$ cat config.mk
export PLATFORM = sky130hd
export DESIGN_NAME = rc4_prga_engine
export DESIGN_NICKNAME = d
export VERILOG_FILES = /design/src/rtl/rc4_pkg.sv /design/src/rtl/rc4_lat_wait.sv /design/src/rtl/rc4_prga_engine.sv
export SDC_FILE = /design/constraint.sdc
export NUM_CORES = 1
export LEC_CHECK = 0
export ABC_AREA = 1
export CORE_AREA = 5 5 109 111
export CTS_CLUSTER_DIAMETER = 40
export CTS_CLUSTER_SIZE = 8
export DETAILED_ROUTE_END_ITERATION = 7
export DIE_AREA = 0 0 114 116
export PLACE_DENSITY = 0.8
export SYNTH_ARGS = -nofsm -noshare
export SYNTH_HDL_FRONTEND = slang
export SYNTH_SLANG_ARGS = --single-unit
$ cat constraint.sdc
create_clock -name clk -period 2.1 [get_ports clk]
set_clock_uncertainty 0.05 [all_clocks]
set_input_delay 0.42 -clock clk [delete_from_list [all_inputs] [get_ports clk]]
set_output_delay 0.42 -clock clk [all_outputs]
set_load 0.05 [all_outputs]
$ cat src/rtl/rc4_pkg.sv
// Shared RC4 engine types: PRGA state encoding and the plaintext character-window test.
// Also used by the key-search controller.
package rc4_pkg;

  typedef enum logic [3:0] {
    ST_IDLE,
    ST_INC_I,
    ST_WAIT_SI,
    ST_RD_SI,
    ST_WAIT_SJ,
    ST_RD_SJ,
    ST_WR_SI,
    ST_WR_SJ,
    ST_RD_F,
    ST_WAIT_F,
    ST_WR_P,
    ST_DONE
  } state_t;

  // Operands are zero-extended by the caller, so any byte width up to 32 bits works.
  // An inverted window (lo > hi) leaves only the extra byte acceptable.
  function automatic logic in_window(input logic [31:0] b,
                                     input logic [31:0] lo,
                                     input logic [31:0] hi,
                                     input logic [31:0] extra);
    return ((b >= lo) && (b <= hi)) || (b == extra);
  endfunction

endpackage

$ cat src/rtl/rc4_lat_wait.sv
// Loadable down-counter that stretches a RAM read across RD_LAT cycles.
// last is high in the final wait cycle, letting the FSM advance to the read state.
module rc4_lat_wait #(
  parameter int CNT_W = 2
) (
  input  logic             clk,
  input  logic             reset,
  input  logic             load,
  input  logic [CNT_W-1:0] load_val,
  output logic             last
);

  logic [CNT_W-1:0] cnt_q;
  logic [CNT_W-1:0] cnt_d;

  always_comb begin
    cnt_d = cnt_q;
    if (load) begin
      cnt_d = load_val;
    end else if (cnt_q != {CNT_W{1'b0}}) begin
      cnt_d = cnt_q - 1'b1;
    end else begin
      cnt_d = cnt_q;
    end
  end

  always_ff @(posedge clk) begin
    if (reset) begin
      cnt_q <= {CNT_W{1'b0}};
    end else begin
      cnt_q <= cnt_d;
    end
  end

  assign last = (cnt_q <= CNT_W'(1));

endmodule

$ cat src/rtl/rc4_prga_engine.sv
// RC4 PRGA decrypt engine: walks the initialised S-box, writes plaintext, and
// range-checks each byte, reporting the first rejected index.
module rc4_prga_engine
  import rc4_pkg::*;
#(
  parameter int DATA_W     = 8,
  parameter int S_ADDR_W   = 8,
  parameter int MSG_ADDR_W = 5,
  parameter int RD_LAT     = 1
) (
  input  logic                  clk,
  input  logic                  reset,
  input  logic                  start,
  input  logic [MSG_ADDR_W:0]   msg_len,
  input  logic                  chk_en,
  input  logic [DATA_W-1:0]     chk_lo,
  input  logic [DATA_W-1:0]     chk_hi,
  input  logic [DATA_W-1:0]     chk_extra,
  output logic [S_ADDR_W-1:0]   s_addr,
  output logic [DATA_W-1:0]     s_wdata,
  output logic                  s_wren,
  input  logic [DATA_W-1:0]     s_rdata,
  output logic [MSG_ADDR_W-1:0] c_addr,
  input  logic [DATA_W-1:0]     c_rdata,
  output logic [MSG_ADDR_W-1:0] p_addr,
  output logic [DATA_W-1:0]     p_wdata,
  output logic                  p_wren,
  output logic                  busy,
  output logic                  done,
  output logic                  success,
  output logic [MSG_ADDR_W-1:0] fail_idx
);

  localparam bit                HAS_WAIT  = (RD_LAT > 1);
  localparam logic [1:0]        WAIT_LOAD = 2'(RD_LAT - 1);
  localparam logic [MSG_ADDR_W:0] MAX_LEN = {1'b1, {MSG_ADDR_W{1'b0}}};

  state_t                state_q, state_d;
  logic [DATA_W-1:0]     i_q, i_d, j_q, j_d, si_q, si_d, sj_q, sj_d;
  logic [MSG_ADDR_W-1:0] k_q, k_d, fail_idx_q, fail_idx_d;
  logic [MSG_ADDR_W:0]   len_q, len_d, len_clamped;
  logic                  chk_en_q, chk_en_d, success_q, success_d;
  logic [DATA_W-1:0]     lo_q, lo_d, hi_q, hi_d, extra_q, extra_d;
  logic                  wait_load, wait_last;
  logic [DATA_W-1:0]     byte_s;

  rc4_lat_wait #(.CNT_W(2)) u_lat_wait (
    .clk      (clk),
    .reset    (reset),
    .load     (wait_load),
    .load_val (WAIT_LOAD),
    .last     (wait_last)
  );

  assign len_clamped = (msg_len > MAX_LEN) ? MAX_LEN : msg_len;
  assign byte_s      = s_rdata ^ c_rdata;

  always_comb begin
    state_d    = state_q;
    i_d        = i_q;
    j_d        = j_q;
    si_d       = si_q;
    sj_d       = sj_q;
    k_d        = k_q;
    len_d      = len_q;
    chk_en_d   = chk_en_q;
    lo_d       = lo_q;
    hi_d       = hi_q;
    extra_d    = extra_q;
    success_d  = success_q;
    fail_idx_d = fail_idx_q;
    wait_load  = 1'b0;
    s_addr     = {S_ADDR_W{1'b0}};
    s_wdata    = {DATA_W{1'b0}};
    s_wren     = 1'b0;
    p_wdata    = {DATA_W{1'b0}};
    p_wren     = 1'b0;
    case (state_q)
      ST_IDLE: begin
        if (start) begin
          len_d      = len_clamped;
          chk_en_d   = chk_en;
          lo_d       = chk_lo;
          hi_d       = chk_hi;
          extra_d    = chk_extra;
          i_d        = {DATA_W{1'b0}};
          j_d        = {DATA_W{1'b0}};
          k_d        = {MSG_ADDR_W{1'b0}};
          fail_idx_d = {MSG_ADDR_W{1'b0}};
          if (len_clamped == {(MSG_ADDR_W+1){1'b0}}) begin
            success_d = 1'b1;
            state_d   = ST_DONE;
          end else begin
            success_d = 1'b0;
            state_d   = ST_INC_I;
          end
        end else begin
          state_d = ST_IDLE;
        end
      end
      ST_INC_I: begin
        i_d       = i_q + 1'b1;
        s_addr    = S_ADDR_W'(i_q + 1'b1);
        wait_load = 1'b1;
        state_d   = HAS_WAIT ? ST_WAIT_SI : ST_RD_SI;
      end
      // Wait states keep the issued address on the bus until the read returns.
      ST_WAIT_SI: begin
        s_addr  = S_ADDR_W'(i_q);
        state_d = wait_last ? ST_RD_SI : ST_WAIT_SI;
      end
      ST_RD_SI: begin
        si_d      = s_rdata;
        j_d       = j_q + s_rdata;
        s_addr    = S_ADDR_W'(j_q + s_rdata);
        wait_load = 1'b1;
        state_d   = HAS_WAIT ? ST_WAIT_SJ : ST_RD_SJ;
      end
      ST_WAIT_SJ: begin
        s_addr  = S_ADDR_W'(j_q);
        state_d = wait_last ? ST_RD_SJ : ST_WAIT_SJ;
      end
      ST_RD_SJ: begin
        sj_d    = s_rdata;
        state_d = ST_WR_SI;
      end
      ST_WR_SI: begin
        s_addr  = S_ADDR_W'(i_q);
        s_wdata = sj_q;
        s_wren  = 1'b1;
        state_d = ST_WR_SJ;
      end
      ST_WR_SJ: begin
        s_addr  = S_ADDR_W'(j_q);
        s_wdata = si_q;
        s_wren  = 1'b1;
        state_d = ST_RD_F;
      end
      ST_RD_F: begin
        s_addr    = S_ADDR_W'(si_q + sj_q);
        wait_load = 1'b1;
        state_d   = HAS_WAIT ? ST_WAIT_F : ST_WR_P;
      end
      ST_WAIT_F: begin
        s_addr  = S_ADDR_W'(si_q + sj_q);
        state_d = wait_last ? ST_WR_P : ST_WAIT_F;
      end
      // A rejected byte is still written so the caller can inspect it.
      ST_WR_P: begin
        p_wdata = byte_s;
        p_wren  = 1'b1;
        if (chk_en_q && !in_window(32'(byte_s), 32'(lo_q), 32'(hi_q), 32'(extra_q))) begin
          fail_idx_d = k_q;
          success_d  = 1'b0;
          state_d    = ST_DONE;
        end else if ({1'b0, k_q} == (len_q - 1'b1)) begin
          success_d = 1'b1;
          state_d   = ST_DONE;
        end else begin
          k_d     = k_q + 1'b1;
          state_d = ST_INC_I;
        end
      end
      ST_DONE: begin
        state_d = ST_IDLE;
      end
      default: begin
        state_d = ST_IDLE;
      end
    endcase
  end

  always_ff @(posedge clk) begin
    if (reset) begin
      state_q    <= ST_IDLE;
      i_q        <= {DATA_W{1'b0}};
      j_q        <= {DATA_W{1'b0}};
      si_q       <= {DATA_W{1'b0}};
      sj_q       <= {DATA_W{1'b0}};
      k_q        <= {MSG_ADDR_W{1'b0}};
      len_q      <= {(MSG_ADDR_W+1){1'b0}};
      chk_en_q   <= 1'b0;
      lo_q       <= {DATA_W{1'b0}};
      hi_q       <= {DATA_W{1'b0}};
      extra_q    <= {DATA_W{1'b0}};
      success_q  <= 1'b0;
      fail_idx_q <= {MSG_ADDR_W{1'b0}};
    end else begin
      state_q    <= state_d;
      i_q        <= i_d;
      j_q        <= j_d;
      si_q       <= si_d;
      sj_q       <= sj_d;
      k_q        <= k_d;
      len_q      <= len_d;
      chk_en_q   <= chk_en_d;
      lo_q       <= lo_d;
      hi_q       <= hi_d;
      extra_q    <= extra_d;
      success_q  <= success_d;
      fail_idx_q <= fail_idx_d;
    end
  end

  assign c_addr   = k_q;
  assign p_addr   = k_q;
  assign busy     = (state_q != ST_IDLE) && (state_q != ST_DONE);
  assign done     = (state_q == ST_DONE);
  assign success  = success_q;
  assign fail_idx = fail_idx_q;

endmodule

==> summary.txt <==
Worst R2R Path Depth - 13
Final setup violation count - 28
RSZ-0062 raised after global routing - true
Top_reg_cell synth - dfxtp_1
Die Ht - 116 um
Die area - 13,200 um2
Kind of critical path - reg -> out
PD cells - 871 nW/um2
TritonCTS buffer count - 9
Post-synth ARST share - 0
Vias per cell - 5.72
CTS sink count - 80
Synthesized area per cell - 6.95 um2
Drt total wl - 20,100 um
Final min period - 2880 ps
Share of layout cells above drive strength 1 - 0.388
Sequential share of the synthesized area - 0.318
Worst hold path depth - 3
Hold slack final - 296 ps
Largest net degree at the start of global routing - 45
First-pass GRT wire length - 26,900 um
# H-tree levels - 3
Top area cells in the synthesized netlist - dfxtp_1, nand2_1, ha_1, a21oi_1, inv_1
Setup crit end kind - output port
Avg WL per Cell - 18.8 um
CP max FO - 2
Clock Tree Root - clkbuf_8
Via count - 6,128
Synthesis-stage register bit count - 80
CTS Buffer Depth - 2
Post-synth EDFFs - 0
Slew headroom - 0.660
Area grow syn2layout - 63.0%
DR iter-0 viols - 756
VDD IR max - 511 uV
Critical Path Start Type - register
Worst slew pin tran - 508 ps
Dpl hpwl - 11,400 um
Post-synthesis instance area - 5030 um2
Power Total - 7.15 mW
Remaining DRCs - 0
Violated checks - setup timing
Clock slew at reported path FFs - 110 ps
Rows - 38
Final hold vios - 0
Ports - 94
Count of different cell masters after synthesis - 49
Initial core utilization - 0.470
Yosys top cell by area - dfxtp_1
CORE AREA - 10,700 um2
FMAX - 347 MHz
Post-synth top area share - 0.318
Worst skew pair latency - 380 ps
Post-Syn Nets - 811
Initial antenna violation count - 0
Overall Global Routing Usage - 0.253
Status - finished, violations left
Fin. max-slew vios - 0
Nets - 1,013
Synth top cells by count - nand2_1, inv_1, a21oi_1, dfxtp_1, nor2_1
Top-count cell post-synth - nand2_1
Post-route ant nets - 0
CTS tree - built
HP Class - in -> reg
Vias in the first global route - 5,700
Lkg Pwr - 3.68 nW
Synth warnings - 0
Gpl congestion - 0.929
Antenna cell count - 0
Period utilization - 1.37
PortBufs - 93
Final setup margin - -778 ps
Maxcap violations - 0
Pre-antenna DRT Iters - 7
CP required - 1630 ps
Die width - 114 um
GRT overflow - 0
Worst EP arrival - 2410 ps
Cells after Synth - 724
## worst max-delay path, cell delays in order (launching register included)
cell,delay (ps)
dfxtp_2,370
ha_4,180
fa_2,360
nand2_2,100
nand2_2,50
a21oi_2,160
nor2_1,60
o21ai_1,140
nand2_1,120
a21oi_2,170
o21ai_2,90
nand3_4,90
buf_12,130
## logic make-up after synthesis
| group | count (synthesis) | share of synthesized area |
|---|---|---|
| fa+ha+maj | 37 | 0.0950 |
| buf+inv | 125 | 0.101 |
| compound gates | 169 | 0.189 |
| flops | 80 | 0.318 |
| xor+xnor | 17 | 0.0331 |
| simple gates | 296 | 0.263 |
## through the flow
step | instance area [um2] | cells | setup TNS, ps | setup WS, ps | util
2_1_floorplan | 5180 | 724 | -507 | -201 | -
3_3_place_gp | 7080 | 1020 | -16780 | -857 | 0.662
3_5_place_dp | 7080 | 1020 | -18790 | -930 | 0.662
4_1_cts | 7630 | 1051 | -3300 | -603 | 0.713
5_1_grt | 8200 | 1071 | -6870 | -887 | 0.767
6_report | 8200 | 1071 | -4820 | -778 | 0.767
## layer usage
layer	up-vias	share of wire	wire (um)	global-route usage
met2	382	0.49	9930	0.457
met1	2846	0.36	7260	0.293
li1	2767	-	-	-
met3	133	0.078	1570	0.0507
met4	0	0.066	1330	0.102
met5	-	0	0	0
## power by group
| group | internal, mW | switching (mW) | total [mW] |
|---|---|---|---|
| clock | 0.598 | 0.686 | 1.28 |
| combinational | 1.56 | 2.26 | 3.82 |
| sequential | 1.81 | 0.232 | 2.04 |
| total | 3.96 | 3.18 | 7.15 |
## worst paths after layout
path         slack (ps)           to        start
max                -780    s_addr[6]      si_q[0]
min                 300      si_q[3]   s_rdata[3]
max reg2reg          80       j_q[5]       j_q[2]
min reg2reg         410  fail_idx[4]  fail_idx[4]
## sequential cells by signal, indices dropped and copies added, names as in the netlist
name              cells
extra_q               8
hi_q                  8
i_q                   8
j_q                   8
lo_q                  8
si_q                  8
sj_q                  8
len_q                 6
c_addr                5
fail_idx              5
state_q               4
u_lat_wait.cnt_q      2
chk_en_q              1
success               1
## cells in the final DEF (no fill, tap or decap), types with 7 or more instances in the layout
| cell type | n |
|---|---|
| a21oi_1 | 67 |
| a21oi_2 | 16 |
| a32o_2 | 8 |
| buf_12 | 27 |
| buf_4 | 118 |
| buf_6 | 15 |
| clkbuf_8 | 10 |
| clkdlybuf4s50_1 | 39 |
| dfxtp_1 | 66 |
| dfxtp_2 | 12 |
| ha_1 | 22 |
| ha_4 | 13 |
| inv_1 | 80 |
| inv_2 | 13 |
| nand2_1 | 124 |
| nand2_2 | 30 |
| nand3_1 | 16 |
| nand4_1 | 7 |
| nor2_1 | 59 |
| nor2_2 | 10 |
| nor2_4 | 18 |
| o21ai_0 | 46 |
| xor2_1 | 8 |
## repair_timing
action / in CTS / in global routing
pin swaps: 36 / 59
hold buffers: 0 / 0
gates resized for setup: 104 / 120
setup endpoints to repair: 40 / 45
endpoints found under the hold margin: 0 / 0
setup buffers: 16 / 21
gates cloned: 0 / 1
## cell type report
cell class / instances / area [um2]
clock buffers: 10 / 138
clock inverters: 6 / 72.6
fillers: 650 / 2490
inverters: 100 / 398
multi-input cells: 519 / 3640
flip-flops and latches: 80 / 1620
well taps: 140 / 175
repair buffers: 216 / 2160
Power figures use the tool's default switching activity.
